<file path="config.mk">
export PLATFORM = sky130hd
export DESIGN_NAME = hasti_arbiter
export DESIGN_NICKNAME = d
export VERILOG_FILES = /design/src/rtl/hasti_arbiter.sv
export SDC_FILE = /design/constraint.sdc
export NUM_CORES = 1
export LEC_CHECK = 0
export CORE_UTILIZATION = 40
export CTS_BUF_LIST = sky130_fd_sc_hd__clkbuf_4 sky130_fd_sc_hd__clkbuf_8
export DETAILED_ROUTE_END_ITERATION = 16
export PLACE_DENSITY = 0.83
export SYNTH_ARGS = -nofsm -noshare
export SYNTH_HDL_FRONTEND = slang
export SYNTH_SLANG_ARGS = --single-unit
</file>
<file path="constraint.sdc">
create_clock -name clk -period 4.5 [get_ports clk]
set_clock_uncertainty 0.15 [all_clocks]
set_input_delay 0.9 -clock clk [delete_from_list [all_inputs] [get_ports clk]]
set_output_delay 0.9 -clock clk [all_outputs]
set_load 0.03 [all_outputs]
</file>
<file path="src/rtl/hasti_arbiter.sv">
// Two-master to one-slave AHB-Lite (HASTI) arbiter with per-master holding
// registers for address phases that cannot be forwarded immediately.
module hasti_arbiter #(
    parameter int AW         = 32,
    parameter int DW         = 32,
    parameter int FIXED_PRIO = 0
) (
    input  logic          clk,
    input  logic          reset,
    input  logic [AW-1:0] m0_haddr,
    input  logic          m0_hwrite,
    input  logic [2:0]    m0_hsize,
    input  logic [1:0]    m0_htrans,
    input  logic [DW-1:0] m0_hwdata,
    output logic [DW-1:0] m0_hrdata,
    output logic          m0_hready,
    output logic          m0_hresp,
    input  logic [AW-1:0] m1_haddr,
    input  logic          m1_hwrite,
    input  logic [2:0]    m1_hsize,
    input  logic [1:0]    m1_htrans,
    input  logic [DW-1:0] m1_hwdata,
    output logic [DW-1:0] m1_hrdata,
    output logic          m1_hready,
    output logic          m1_hresp,
    output logic [AW-1:0] s_haddr,
    output logic          s_hwrite,
    output logic [2:0]    s_hsize,
    output logic [1:0]    s_htrans,
    output logic [DW-1:0] s_hwdata,
    input  logic [DW-1:0] s_hrdata,
    input  logic          s_hready,
    input  logic          s_hresp
);

    localparam logic [1:0] HTRANS_IDLE = 2'b00;

    typedef enum logic [1:0] {
        OWN_NONE = 2'd0,
        OWN_M0   = 2'd1,
        OWN_M1   = 2'd2
    } owner_e;

    function automatic owner_e owner_of(input logic idx);
        return idx ? OWN_M1 : OWN_M0;
    endfunction

    logic [AW-1:0] in_addr  [2];
    logic [1:0]    in_write;
    logic [2:0]    in_size  [2];
    logic [1:0]    in_trans [2];

    assign in_addr[0]  = m0_haddr;
    assign in_addr[1]  = m1_haddr;
    assign in_write    = {m1_hwrite, m0_hwrite};
    assign in_size[0]  = m0_hsize;
    assign in_size[1]  = m1_hsize;
    assign in_trans[0] = m0_htrans;
    assign in_trans[1] = m1_htrans;

    logic [1:0]    pend_q, pend_d;
    logic [AW-1:0] pend_addr_q  [2];
    logic [AW-1:0] pend_addr_d  [2];
    logic [1:0]    pend_write_q, pend_write_d;
    logic [2:0]    pend_size_q  [2];
    logic [2:0]    pend_size_d  [2];
    logic [1:0]    pend_trans_q [2];
    logic [1:0]    pend_trans_d [2];
    owner_e        downer_q, downer_d;
    logic          last_gnt_q, last_gnt_d;
    logic          src_q, src_d;

    logic [1:0] hready;
    logic [1:0] live;
    logic [1:0] cand;
    logic       gnt_vld;
    logic       gnt_idx;
    logic       src;

    // hready depends only on registered state and s_hready, never on the grant.
    always_comb begin
        hready = 2'b11;
        live   = 2'b00;
        cand   = 2'b00;
        for (int m = 0; m < 2; m++) begin
            if (pend_q[m]) begin
                hready[m] = 1'b0;
            end else if (downer_q == owner_of(m[0])) begin
                hready[m] = s_hready;
            end
            live[m] = in_trans[m][1] & hready[m] & ~reset;
            cand[m] = pend_q[m] | live[m];
        end
    end

    always_comb begin
        gnt_vld = 1'b0;
        gnt_idx = 1'b0;
        if (s_hready && !reset) begin
            if (cand[0] && cand[1]) begin
                gnt_vld = 1'b1;
                gnt_idx = (FIXED_PRIO != 0) ? 1'b1 : ~last_gnt_q;
            end else if (cand[0]) begin
                gnt_vld = 1'b1;
                gnt_idx = 1'b0;
            end else if (cand[1]) begin
                gnt_vld = 1'b1;
                gnt_idx = 1'b1;
            end
        end
    end

    assign src = gnt_vld ? gnt_idx : src_q;

    always_comb begin
        s_haddr  = '0;
        s_hwrite = 1'b0;
        s_hsize  = '0;
        s_htrans = HTRANS_IDLE;
        if (!reset) begin
            if (pend_q[src]) begin
                s_haddr  = pend_addr_q[src];
                s_hwrite = pend_write_q[src];
                s_hsize  = pend_size_q[src];
            end else begin
                s_haddr  = in_addr[src];
                s_hwrite = in_write[src];
                s_hsize  = in_size[src];
            end
            if (gnt_vld) begin
                s_htrans = pend_q[src] ? pend_trans_q[src] : in_trans[src];
            end
        end
    end

    always_comb begin
        s_hwdata = '0;
        m0_hresp = 1'b0;
        m1_hresp = 1'b0;
        case (downer_q)
            OWN_M0: begin
                s_hwdata = m0_hwdata;
                m0_hresp = s_hresp;
            end
            OWN_M1: begin
                s_hwdata = m1_hwdata;
                m1_hresp = s_hresp;
            end
            default: ;
        endcase
    end

    assign m0_hready = hready[0];
    assign m1_hready = hready[1];
    assign m0_hrdata = reset ? '0 : s_hrdata;
    assign m1_hrdata = reset ? '0 : s_hrdata;

    // A live request that is not granted this edge is parked; a granted
    // pending request is released. Both cannot hit the same master at once.
    always_comb begin
        pend_d       = pend_q;
        pend_addr_d  = pend_addr_q;
        pend_write_d = pend_write_q;
        pend_size_d  = pend_size_q;
        pend_trans_d = pend_trans_q;
        downer_d     = downer_q;
        last_gnt_d   = last_gnt_q;
        src_d        = src;
        if (s_hready) begin
            downer_d = gnt_vld ? owner_of(gnt_idx) : OWN_NONE;
            if (gnt_vld) begin
                last_gnt_d      = gnt_idx;
                pend_d[gnt_idx] = 1'b0;
            end
        end
        for (int m = 0; m < 2; m++) begin
            if (live[m] && !(gnt_vld && gnt_idx == m[0])) begin
                pend_d[m]       = 1'b1;
                pend_addr_d[m]  = in_addr[m];
                pend_write_d[m] = in_write[m];
                pend_size_d[m]  = in_size[m];
                pend_trans_d[m] = in_trans[m];
            end
        end
    end

    always_ff @(posedge clk or posedge reset) begin
        if (reset) begin
            pend_q       <= '0;
            pend_write_q <= '0;
            for (int m = 0; m < 2; m++) begin
                pend_addr_q[m]  <= '0;
                pend_size_q[m]  <= '0;
                pend_trans_q[m] <= HTRANS_IDLE;
            end
            downer_q   <= OWN_NONE;
            last_gnt_q <= 1'b1;
            src_q      <= 1'b0;
        end else begin
            pend_q       <= pend_d;
            pend_addr_q  <= pend_addr_d;
            pend_write_q <= pend_write_d;
            pend_size_q  <= pend_size_d;
            pend_trans_q <= pend_trans_d;
            downer_q     <= downer_d;
            last_gnt_q   <= last_gnt_d;
            src_q        <= src_d;
        end
    end

endmodule

</file>
# Word level (Yosys, flattened, before mapping)

Cells that the tools add are included.

Output and inout bits: 138
Register bits: 82

Equality and inequality tests: 2
Reduce and logical (&&, ||, !) cells: 17
Bitwise logic cells: 12
Mux-type cells: 57
$lt $le $gt $ge: 4

Operators by type and width:

| operator                                                             | number |
|---|---|
| 32-bit 2-to-1 mux                                                    | 9 |
| 32-bit case mux with 2 select lines                                  | 1 |
| 2-bit 2-to-1 mux                                                     | 13 |
| 1-bit 2-to-1 mux                                                     | 25 |
| 3-bit 2-to-1 mux                                                     | 8 |
| 2-bit nonzero test                                                   | 4 |
| 1-bit logical AND                                                    | 7 |
| 2-bit AND reduction                                                  | 3 |
| 1-bit bitwise AND                                                    | 4 |
| 1-bit by 2-bit < comparator with 1-bit output, second input constant | 2 |
| 1-bit zero test                                                      | 3 |
| 1-bit inverter                                                       | 3 |
| 2-bit bitwise AND                                                    | 1 |
| 2-bit by 1-bit == test with 1-bit output, second input constant      | 1 |
| 2-bit == test, second input constant                                 | 1 |
| 2-bit greater-or-equal comparator, second input constant             | 1 |
| 1-bit inverter with 2-bit output                                     | 1 |
| 2-bit inverter                                                       | 1 |
| 1-bit OR                                                             | 2 |
| 1-bit demux with 1-bit select                                        | 1 |
| 1-bit greater-or-equal comparator, second input constant             | 1 |

# Depth between registers and ports, before layout

Gate-level depths: netlist of the first run.

Depth after elaboration: 19
Mapped depth: 10
Gate-level depth less buffers: 7

# Least setup slack after synthesis of the first run

OpenSTA, ideal clock, no wires.

Path kind: input-to-output
Start: in reset
End: out s_htrans[0]
Path slack: 0.597 ns
Stages: 7
Arrival time: 2.853 ns
Path through: buf_2 nand2b_1 nor2_1 a32oi_2 buf_4 and3b_1 nor4_1

Longest elaborated chain between the ends: 15

Ends and longest elaborated chain:

| item                                                   | line | RTL |
|---|---|---|
| start: declaration                                     | 9    | `input logic reset,` |
| 1-bit inverter                                         | 91   | `live[m] = in_trans[m][1] & hready[m] & ~reset;` |
| 1-bit bitwise AND                                      | 91   |  |
| 1-bit OR                                               | 92   | `cand[m] = pend_q[m] \| live[m];` |
| 1-bit 2-to-1 mux                                       | 106  | `end else if (cand[1]) begin` |
| 1-bit 2-to-1 mux                                       | 103  | `end else if (cand[0]) begin` |
| 1-bit 2-to-1 mux                                       | 100  | `if (cand[0] && cand[1]) begin` |
| 1-bit 2-to-1 mux                                       | 99   | `if (s_hready && !reset) begin` |
| 1-bit 2-to-1 mux                                       | 113  | `assign src = gnt_vld ? gnt_idx : src_q;` |
| 1-bit inverter with 2-bit output (implied by the code) | 131  | `s_htrans = pend_q[src] ? pend_trans_q[src] : in_trans[src];` |
| 2-bit 2-to-1 mux (implied by the code) (3 in series)   | 131  |  |
| 2-bit 2-to-1 mux                                       | 131  |  |
| 2-bit 2-to-1 mux                                       | 130  | `if (gnt_vld) begin` |
| 2-bit 2-to-1 mux (*)                                   | 120  | `if (!reset) begin` |
| end: declaration                                       | 29   | `output logic [1:0] s_htrans,` |

Mark *: on every way between the ends. The rest lies on a longest branch, timed or not. The select of a mux whose other input is x is not followed.

# Worst setup path in the final report of the first run

Start: in s_hready
End: out s_hwrite

Longest elaborated chain between the ends: 14

Ends and longest elaborated chain:

| item                                              | line          | RTL |
|---|---|---|
| start: declaration                                | 32            | `input logic s_hready,` |
| 1-bit 2-to-1 mux                                  | 88            | `end else if (downer_q == owner_of(m[0])) begin` |
| 1-bit 2-to-1 mux                                  | 86            | `if (pend_q[m]) begin` |
| 1-bit bitwise AND (2 in series)                   | 91            |  |
| 1-bit OR                                          | 92            |  |
| 1-bit 2-to-1 mux                                  | 106           |  |
| 1-bit 2-to-1 mux                                  | 103           |  |
| 1-bit 2-to-1 mux                                  | 100           |  |
| 1-bit 2-to-1 mux                                  | 99            |  |
| 1-bit 2-to-1 mux (*)                              | 113           |  |
| 1-bit 2-to-1 mux (on tied branches) (2 in series) | 127, 121, 123 |  |
| 1-bit 2-to-1 mux (*)                              | 121           | `if (pend_q[src]) begin` |
| 1-bit 2-to-1 mux (*)                              | 120           |  |
| end: declaration                                  | 27            | `output logic s_hwrite,` |

Marked as above.

==> reports/results.ini, run 1 <==
[placed_design]
hpwl_um = 14100
pre_cts_ws_ns = 0.263
port_buffers = 313
place.gp.congestion = 0.874
placedCellCount = 947
place_area_um2 = 8580

[setup_path]
worst_r2r_endpoint = pend_addr_q[13]
timing.reg2reg.setup_slack_ns = 1.54
cp-start-kind = input pin
critical_path.max_fanout = 22
critPathKind = input pin to output pin
r2r_start = pend_q[1]
cp-end-kind = output pin
arrival_ns = 3.20
cp.required_ns = 3.45
r2r_cells = 5

[layout]
instances_no_fill = 963
fin_area_um2 = 8790
layout-drive-gt1-share_pct = 18.3
nets = 960
multiInputGateArea_um2 = 3080
area_delta_synth_final_pct = 56.2
diodes = 0
fill_cells = 1042
regArea_um2 = 2060

[sta]
fin_tns_setup_ns = 0
maxSlewHeadroom_pct = 37.2
min_period_over_period_pct = 94.4
hold_viol = 0
worst_pin_slew_ns = 0.943
setup_ws_ns = 0.251
fin_crit_ns = 4.25
slew_viol_final = 0
setup_viol = 0
rsz0062_at_grt = false
clock.fmax_mhz = 235

[global_route]
grtUsageMet1_pct = 28.9
top_usage_layer = met2
grt_pass1_vias = 5131
antenna_found_initial = 0
grtUsageMet3_pct = 5.09
track_usage_pct = 24.6
grt_pass1_wl_um = 27800
gr-total-overflow = 0
grt_start_max_net_pins = 51
globalRouteMet2Util_pct = 44.9

[synthesis]
synth-seq-cells = 82
synth_seq_area_share_pct = 36.5
netlist_instances = 524
ys_warn_count = 0
synthesis.area_um2 = 5630
async_flop_share_pct = 100
ys_dominant_reg_cell = dfrtp_1
synth.top_cell.area_share_pct = 36.0
ys_types = 40
synth_area_per_cell_um2 = 10.7
yosys-top-cells-area = dfrtp_1 36%, mux2_1 9.2%, nor2b_1 7.8%, a211oi_2 7.1%, mux2i_1 6.6%
synth-edff-count = 0
ys_top_cells_by_count = 81 x dfrtp_1, 70 x nor2b_1, 46 x mux2_1
synth_fp_nets = 702
synth.largest_area_cell = dfrtp_1
yosysMostFrequentCell = dfrtp_1

[floorplan]
initial_core_util_pct = 41.7
die_w_um = 121
die_h_um = 121
rows = 42
core-area_um2 = 13500
ios = 314
die_area_um2 = 14600

[worst_hold_path]
hold_path_end = pend_trans_q[3]
hold_start = pend_trans_q[3]
min_path_type = register to register
min_path_cells = 2

[run_status]
status = completed

[clock_tree]
clk_latency_ns = 0.35
cts_tree = built
post_cts_resized = 0
max-clock-path-buffers = 2
ctsHoldBuffers = 0
post_cts_buffers = 0
root_buffer = clkbuf_8
cts_sinks = 82
htreeDepth = 3
cts_buffers = 9
clkTransAtPathRegs_ns = 0.08

[drt]
drt-pass1-iter-count = 4
wire_per_inst_um = 19.1
finalWirelength_um = 18400
vias = 5084
drc = 0
vias_per_cell = 5.28
drtIter0Drc = 192
ant_nets = 0

[job]
drv_cap = 0

[power]
p_leak_nw = 3.53
powerDensity_nw_per_um2 = 470
ir_drop_mv = 0.272

==> report_power, final <==
part           total [mW]  internal [mW]  switching, mW
registers            1.34           1.09          0.252
clock network       0.563          0.292          0.271
logic                2.23           1.05           1.18
total                4.13           2.43           1.70
==> cell families (layout without fill, tap and decap cells) <==
kind of cell / after synthesis / count (layout) / synth area share (%)
compound gates: 115 / 115 / 18.5
fa+ha+maj: 2 / 2 / 0.444
buf+inv: 86 / 349 / 9.11
flops: 82 / 82 / 36.5
mux: 113 / 113 / 22.4
simple gates: 126 / 126 / 13.0
==> worst max-delay path by stage <==
stage	from	to	slack, ns	cells after the start
detailed placement	s_hready	s_hsize[1]	0.26	8
floorplan	reset	s_htrans[0]	0.60	7
global route	s_hready	s_hsize[1]	0.08	8
CTS	s_hready	s_hsize[1]	0.26	8
finish	s_hready	s_hwrite	0.25	8
global placement	s_hready	s_hsize[1]	0.35	8
==> critical path, cell delays in order <==
cell,delay [ns]
clkdlybuf4s50_1,0.59
and2b_1,0.25
o41ai_4,0.14
a32oi_4,0.40
buf_4,0.36
a211oi_1,0.10
a211oi_2,0.26
buf_4,0.20
==> cell type report <==
type	instances	share of cell area (%)
multi-input combinational	356	35.0
sequential	82	23.4
tap	176	2.50
clock buffer	12	1.81
inverter	6	0.270
clock inverter	4	0.569
timing repair buffer	327	36.4
==> stage by stage <==
stage	power, mW	hold WS [ns]	utilization [%]
5_1_grt	4.37	0.344	65.1
4_1_cts	4.16	0.314	65.1
3_3_place_gp	3.51	0.284	63.5
3_5_place_dp	3.59	0.294	63.5
2_1_floorplan	2.81	0.265	-
6_report	4.13	0.314	65.1
==> cell usage in the layout (no fill, tap or decap), types with 20 or more instances in the layout <==
cell and instances:
buf_4 48, clkdlybuf4s50_1 274, nor2b_1 70, nor2_1 36
a211oi_1 40, a211oi_2 32, mux2_2 20, dfrtp_1 79
a22oi_1 32, mux2i_1 37, mux2_1 46
==> state kept, by name, indices dropped and copies added (netlist names) <==
signal,flops
pend_size_q,6
pend_trans_q,4
downer_q,2
last_gnt_q,1
src_q,1
pend_q,2
pend_addr_q,64
pend_write_q,2
==> layer usage <==
layer / vias up / part of all wire, % / routed length [µm]
met5: - / 0 / 0
met4: 0 / 2.2 / 398
met1: 2509 / 40 / 7350
met2: 171 / 52 / 9590
li1: 2378 / - / -
met3: 26 / 5.8 / 1070
(Power assumes the default switching activity.)
==> run 2, diff against run 1 <==
SLEW_MARGIN = 20   (was unset)
==> results of run 2 <==
The final DEF is identical to that of run 1; final timing and power are the same.
